[src/rtl/imem_arbiter_if.sv]
// Bundle of the fetch, loader and memory-port signals of the instruction
// memory arbiter. The arbiter connects through the slave modport. The master
// modport is the combined view of the fetch requester, the loader requester
// and the memory.
//
// Handshake: a requester raises req with a stable addr (and wdata) and holds
// them until it sees gnt high in the same cycle. The request is consumed at
// the rising edge where req && gnt. Dropping req before gnt withdraws the
// request with no side effect. f_rvalid/f_err and l_err are one-cycle
// responses in the cycle after the grant. There is no ready/backpressure on
// the response side.
interface imem_arbiter_if #(
  parameter int DEPTH = 64,
  parameter int AW    = 6
);
  logic          f_req;
  logic [31:0]   f_addr;
  logic          f_gnt;
  logic          f_rvalid;
  logic [31:0]   f_rdata;
  logic          f_err;
  logic          l_req;
  logic [31:0]   l_addr;
  logic [31:0]   l_wdata;
  logic          l_gnt;
  logic          l_err;
  logic [AW:0]   load_count;
  logic          m_en;
  logic          m_we;
  logic [AW-1:0] m_addr;
  logic [31:0]   m_wdata;
  logic [31:0]   m_rdata;

  modport slave (
    input  f_req, f_addr, l_req, l_addr, l_wdata, m_rdata,
    output f_gnt, f_rvalid, f_rdata, f_err, l_gnt, l_err, load_count,
           m_en, m_we, m_addr, m_wdata
  );

  modport master (
    output f_req, f_addr, l_req, l_addr, l_wdata, m_rdata,
    input  f_gnt, f_rvalid, f_rdata, f_err, l_gnt, l_err, load_count,
           m_en, m_we, m_addr, m_wdata
  );
endinterface

[src/rtl/imem_arbiter.sv]
// Round-robin arbiter that shares one synchronous instruction-memory port
// between a fetch (read) requester and a loader (write) requester. It checks
// the address, reports bad addresses and counts successful loader writes.
module imem_arbiter #(
  parameter int DEPTH = 64,
  parameter int AW    = 6
) (
  input  logic          clk,
  input  logic          reset,
  imem_arbiter_if.slave bus
);

  typedef enum logic {
    GRANT_LOADER = 1'b0,
    GRANT_FETCH  = 1'b1
  } grant_e;

  localparam logic [31:0] ADDR_LIMIT = 32'(4 * DEPTH);
  localparam logic [AW:0] COUNT_MAX  = (AW + 1)'(DEPTH);

  grant_e      last_grant;
  logic        f_legal;
  logic        l_legal;
  logic        fetch_win;
  logic        loader_win;
  logic        f_rvalid_q;
  logic        f_err_q;
  logic        rd_ok_q;
  logic        l_err_q;
  logic [AW:0] load_count_q;

  // Address check: the address must be word aligned and inside the memory.
  always_comb begin
    f_legal = (bus.f_addr[1:0] == 2'b00) && (bus.f_addr < ADDR_LIMIT);
    l_legal = (bus.l_addr[1:0] == 2'b00) && (bus.l_addr < ADDR_LIMIT);
  end

  // Grant selection. On a conflict the requester that was not granted last wins.
  // Nothing is granted while reset is high.
  always_comb begin
    fetch_win  = 1'b0;
    loader_win = 1'b0;
    if (!reset) begin
      if (bus.f_req && bus.l_req) begin
        if (last_grant == GRANT_LOADER) fetch_win  = 1'b1;
        else                            loader_win = 1'b1;
      end else begin
        fetch_win  = bus.f_req;
        loader_win = bus.l_req;
      end
    end
  end

  // Memory port drive. Idle or illegal grants leave the port parked at zero.
  always_comb begin
    bus.m_en    = 1'b0;
    bus.m_we    = 1'b0;
    bus.m_addr  = '0;
    bus.m_wdata = '0;
    if (fetch_win && f_legal) begin
      bus.m_en   = 1'b1;
      bus.m_addr = bus.f_addr[AW+1:2];
    end else if (loader_win && l_legal) begin
      bus.m_en    = 1'b1;
      bus.m_we    = 1'b1;
      bus.m_addr  = bus.l_addr[AW+1:2];
      bus.m_wdata = bus.l_wdata;
    end
  end

  // Round-robin history. It changes on every grant. After reset it holds
  // "loader", so the first conflict goes to fetch.
  always_ff @(posedge clk or posedge reset) begin
    if (reset)           last_grant <= GRANT_LOADER;
    else if (fetch_win)  last_grant <= GRANT_FETCH;
    else if (loader_win) last_grant <= GRANT_LOADER;
  end

  // One-cycle response pulses after each grant. Async reset also cancels a read
  // that is still in flight.
  always_ff @(posedge clk or posedge reset) begin
    if (reset) begin
      f_rvalid_q <= 1'b0;
      f_err_q    <= 1'b0;
      rd_ok_q    <= 1'b0;
      l_err_q    <= 1'b0;
    end else begin
      f_rvalid_q <= fetch_win;
      f_err_q    <= fetch_win && !f_legal;
      rd_ok_q    <= fetch_win && f_legal;
      l_err_q    <= loader_win && !l_legal;
    end
  end

  // Count of successful loader writes. It saturates at DEPTH.
  always_ff @(posedge clk or posedge reset) begin
    if (reset)                                                 load_count_q <= '0;
    else if (loader_win && l_legal && load_count_q != COUNT_MAX) load_count_q <= load_count_q + 1'b1;
  end

  // Read data passes the synchronous memory output straight through during a
  // good read response. Otherwise it reads as zero.
  assign bus.f_gnt      = fetch_win;
  assign bus.l_gnt      = loader_win;
  assign bus.f_rvalid   = f_rvalid_q;
  assign bus.f_err      = f_err_q;
  assign bus.f_rdata    = rd_ok_q ? bus.m_rdata : 32'h0;
  assign bus.l_err      = l_err_q;
  assign bus.load_count = load_count_q;

endmodule

[src/flat_wrapper.sv]
// flat-port wrapper written by rule: the top's interface ports become plain ports
module imem_arbiter_flat 
#(
  parameter int DEPTH = 64,
  parameter int AW    = 6
)
  (clk, reset, bus_f_req, bus_f_addr, bus_l_req, bus_l_addr, bus_l_wdata, bus_m_rdata, bus_f_gnt, bus_f_rvalid, bus_f_rdata, bus_f_err, bus_l_gnt, bus_l_err, bus_load_count, bus_m_en, bus_m_we, bus_m_addr, bus_m_wdata);
  imem_arbiter_if #(.DEPTH(DEPTH), .AW(AW)) bus_i ();
  input  logic clk;
  input  logic reset;
  input wire logic [$bits(bus_i.f_req)-1:0] bus_f_req;
  input wire logic [$bits(bus_i.f_addr)-1:0] bus_f_addr;
  input wire logic [$bits(bus_i.l_req)-1:0] bus_l_req;
  input wire logic [$bits(bus_i.l_addr)-1:0] bus_l_addr;
  input wire logic [$bits(bus_i.l_wdata)-1:0] bus_l_wdata;
  input wire logic [$bits(bus_i.m_rdata)-1:0] bus_m_rdata;
  output wire logic [$bits(bus_i.f_gnt)-1:0] bus_f_gnt;
  output wire logic [$bits(bus_i.f_rvalid)-1:0] bus_f_rvalid;
  output wire logic [$bits(bus_i.f_rdata)-1:0] bus_f_rdata;
  output wire logic [$bits(bus_i.f_err)-1:0] bus_f_err;
  output wire logic [$bits(bus_i.l_gnt)-1:0] bus_l_gnt;
  output wire logic [$bits(bus_i.l_err)-1:0] bus_l_err;
  output wire logic [$bits(bus_i.load_count)-1:0] bus_load_count;
  output wire logic [$bits(bus_i.m_en)-1:0] bus_m_en;
  output wire logic [$bits(bus_i.m_we)-1:0] bus_m_we;
  output wire logic [$bits(bus_i.m_addr)-1:0] bus_m_addr;
  output wire logic [$bits(bus_i.m_wdata)-1:0] bus_m_wdata;
  assign bus_i.f_req = bus_f_req;
  assign bus_i.f_addr = bus_f_addr;
  assign bus_i.l_req = bus_l_req;
  assign bus_i.l_addr = bus_l_addr;
  assign bus_i.l_wdata = bus_l_wdata;
  assign bus_i.m_rdata = bus_m_rdata;
  assign bus_f_gnt = bus_i.f_gnt;
  assign bus_f_rvalid = bus_i.f_rvalid;
  assign bus_f_rdata = bus_i.f_rdata;
  assign bus_f_err = bus_i.f_err;
  assign bus_l_gnt = bus_i.l_gnt;
  assign bus_l_err = bus_i.l_err;
  assign bus_load_count = bus_i.load_count;
  assign bus_m_en = bus_i.m_en;
  assign bus_m_we = bus_i.m_we;
  assign bus_m_addr = bus_i.m_addr;
  assign bus_m_wdata = bus_i.m_wdata;
  imem_arbiter #(.DEPTH(DEPTH), .AW(AW)) u_core (.clk(clk), .reset(reset), .bus(bus_i));
endmodule
[config.mk]
export PLATFORM = sky130hd
export DESIGN_NAME = imem_arbiter_flat
export DESIGN_NICKNAME = d
export VERILOG_FILES = /design/src/rtl/imem_arbiter_if.sv /design/src/rtl/imem_arbiter.sv /design/src/flat_wrapper.sv
export SDC_FILE = /design/constraint.sdc
export NUM_CORES = 1
export LEC_CHECK = 0
export CAP_MARGIN = 20
export CORE_AREA = 2 2 83 85
export DETAILED_ROUTE_END_ITERATION = 8
export DIE_AREA = 0 0 85 87
export GPL_TIMING_DRIVEN = 0
export MAX_ROUTING_LAYER = met4
export PLACE_DENSITY = 0.76
export SYNTH_ARGS = -nofsm -noshare
export SYNTH_HDL_FRONTEND = slang
export SYNTH_SLANG_ARGS = --single-unit
[constraint.sdc]
create_clock -name clk -period 2 [get_ports clk]
set_clock_uncertainty 0.2 [all_clocks]
set_input_delay 0.2 -clock clk [delete_from_list [all_inputs] [get_ports clk]]
set_output_delay 0.2 -clock clk [all_outputs]
set_load 0.01 [all_outputs]
==> flow_summary.json <==
{
  "p_per_area_nw_per_um2": 197,
  "ys_seq_elements": 12,
  "outcome": "complete, but fails checks",
  "final_cell_mix": "clkdlybuf4s50_1 (120), and2_1 (37), buf_6 (36)",
  "relSlewSlack": 0.678,
  "min_period_over_period": 1.05,
  "vias": 2106,
  "final_common_cell": "clkdlybuf4s50_1",
  "worstMarginPinSlew_ns": 0.483,
  "yosysTopAreaCell": "and2_1",
  "synthMuxAreaShare": 0.0161,
  "ir_worst_vdd_uv": 209,
  "setup_slack_ns": -0.0999,
  "synthTopCellsByArea": "and2_1 (30%), dfrtp_1 (23%), nor4_4 (6.4%)",
  "clkTransAtPathRegs_ns": 0.05,
  "die_w_um": 85,
  "die_area_um2": 7400,
  "vias_per_cell": 4.40,
  "syn_area_um2": 1320,
  "drcViolationCount": 0,
  "synth_compound_area_frac": 0.0654,
  "crit_path_end_kind": "primary output",
  "reg2regPathDepth": 4,
  "clk_latency_ns": 0.24,
  "drive_gt1_frac": 0.373,
  "yosysUniqueCellTypes": 31,
  "diodes": 0,
  "ios": 216,
  "cts_buffers": 3,
  "synth_top_cell_area_share": 0.303,
  "min-delay-start": "bus_f_addr[30]",
  "grt-ovfl-total": 0,
  "critPathLaunchType": "register",
  "cts_tree": "done",
  "grt_pass1_vias": 2038,
  "postSynthNetCount": 286,
  "drt_iter0_drc": 19,
  "rsz0062_at_grt": "true",
  "r2r_start": "u_core.bus.load_count[2]",
  "fmax_ghz": 0.476,
  "yosys.area_share.adder": 0.0190,
  "dieHeight_um": 87,
  "synth_top_family_by_area": "simple AND/OR/NAND/NOR gates",
  "grt_max_degree": 13,
  "place_congestion": 0.828,
  "routedWlPerCell_um": 15.5,
  "leakagePower_nw": 1.83,
  "rows": 30,
  "violations": "negative setup slack",
  "r2r-end": "u_core.bus.load_count[1]",
  "antenna_found_initial": 0,
  "synthXorXnorAreaFrac": 0.0398,
  "total_power_uw": 779,
  "hold_class": "primary input to register",
  "ctsHtreeMaxLevel": 1,
  "synth_warnings": 0,
  "nFillCells": 565,
  "syn_area_per_cell_um2": 8.68,
  "hold_viol_final": 0,
  "drt_pass1_iterations": 4,
  "fp.coreArea_um2": 6570,
  "final_nets": 535,
  "routed_wl_um": 7430,
  "critical_path_required_ns": 1.60,
  "register_area_um2": 303,
  "start_util": 0.201,
  "synth_seq_area_share": 0.227,
  "cap_violations": 0,
  "grt_first_pass_wirelength_um": 10600,
  "drv_slew": 0,
  "setup_viol": 30,
  "syn_inst": 152,
  "cts_sinks": 12,
  "cp-endpoint": "bus_m_addr[2]",
  "critPathArrivalTime_ns": 1.70,
  "placed_cell_area_um2": 3570,
  "final_antenna_net_count": 0,
  "startpoint": "u_core.last_grant",
  "fin_crit_ns": 2.10,
  "clk_path_buf_depth": 2,
  "port_buffers": 215,
  "area_delta_synth_final_pct": 200,
  "cts-root-buf": "clkbuf_8",
  "dp_hpwl_um": 5940,
  "track_usage": 0.186,
  "crit_fanout": 4,
  "multi_input_area_um2": 1090,
  "final_design_area_no_fill_um2": 3960,
  "ff2ff_setup_slack_ns": 0.25,
  "yosys.area_share.simple": 0.570,
  "crit_type": "register to primary output"
}
==> critical path: stages (launching register included) <==
cell	delay (ns)
dfrtp_2	0.43
o211ai_4	0.22
nor3_4	0.07
buf_12	0.13
buf_6	0.11
buf_6	0.11
a22o_1	0.24
buf_2	0.15
==> layout make-up <==
| cell class | instances | share of cell area |
|---|---|---|
| inverter | 7 | 0.00664 |
| clock buffer | 3 | 0.0104 |
| buffer | 6 | 0.0155 |
| multi-input combinational | 126 | 0.274 |
| timing repair buffer | 245 | 0.591 |
| tap | 80 | 0.0253 |
| sequential | 12 | 0.0765 |
==> metrics by stage <==
stage | instances | TNS [ns] | worst slack, ns | utilization | hold WS, ns
4_1_cts | 477 | -0.327 | -0.0918 | 0.562 | 0.212
3_3_place_gp | 447 | -34.78 | -0.922 | 0.544 | 0.305
3_5_place_dp | 447 | -35.40 | -0.921 | 0.544 | 0.306
2_1_floorplan | 152 | 0 | 0.239 | - | -0.135
6_report | 479 | -0.784 | -0.0999 | 0.602 | 0.171
5_1_grt | 479 | -3.37 | -0.148 | 0.602 | 0.198
==> worst min-delay path by stage <==
stage                          endpoint  cells past startpoint
2_1_floorplan          u_core.bus.f_err                      1
3_3_place_gp   u_core.bus.load_count[6]                      1
3_5_place_dp   u_core.bus.load_count[6]                      1
4_1_cts               u_core.last_grant                      3
5_1_grt                  u_core.rd_ok_q                      4
6_report                 u_core.rd_ok_q                      4
==> routing by layer <==
metal,GRT usage,vias up,routed length (um)
li1,-,1012,-
met1,0.195,955,2510
met2,0.336,133,3970
met3,0.0607,6,863
met4,0.0505,0,81
met5,-,-,0
==> logic make-up after synthesis <==
kind of cell,after synthesis
adder cells (fa/ha/maj),2
multiplexers,2
AND/OR/NAND/NOR,106
buffers and inverters,14
flip-flops,12
XOR/XNOR,6
AO/OA/AOI/OAI,10
==> synth_stat cells <==
master    count
a31o_2        1
and2_1       64
xnor2_1       1
mux2i_1       1
o21ai_0       1
or2_1         1
xor2_1        5
a21o_1        1
nand4_1       1
nor3_4        1
nor4b_2       1
o211ai_2      1
nor3_2        1
nand2b_1      1
nor2b_1       1
nand2_1       3
nand3_1       4
nor2_1        7
ha_1          2
dfrtp_1      12
nor4_2        3
inv_1         7
and4_1        1
mux2_1        1
buf_6         4
nand4_4       1
nor4_1       11
and3_1        1
clkbuf_1      3
nor4_4        4
a22o_1        6
==> flip-flops by register name (all words and copies together) (netlist names) <==
signal and flops:
u_core.bus.load_count 7, u_core.bus.f_err 1, u_core.bus.f_rvalid 1, u_core.bus.l_err 1, u_core.last_grant 1, u_core.rd_ok_q 1
==> what timing repair did <==
| item | in CTS | in global routing |
|---|---|---|
| gates resized for setup | 256 | 110 |
| setup endpoints to repair | 73 | 73 |
| gates cloned | 1 | 3 |
| setup buffers | 25 | 6 |
| pin swaps | 25 | 44 |
| endpoints found under the hold margin | 12 | 0 |
| hold buffers | 1 | 0 |
==> power breakdown <==
group / leakage, nW / switching [mW] / internal [mW] / total [mW]
combinational: 1.65 / 0.0818 / 0.220 / 0.302
sequential: 0.155 / 0.00547 / 0.250 / 0.255
clock: 0.0216 / 0.0890 / 0.133 / 0.222
(Power assumes the default switching activity.)
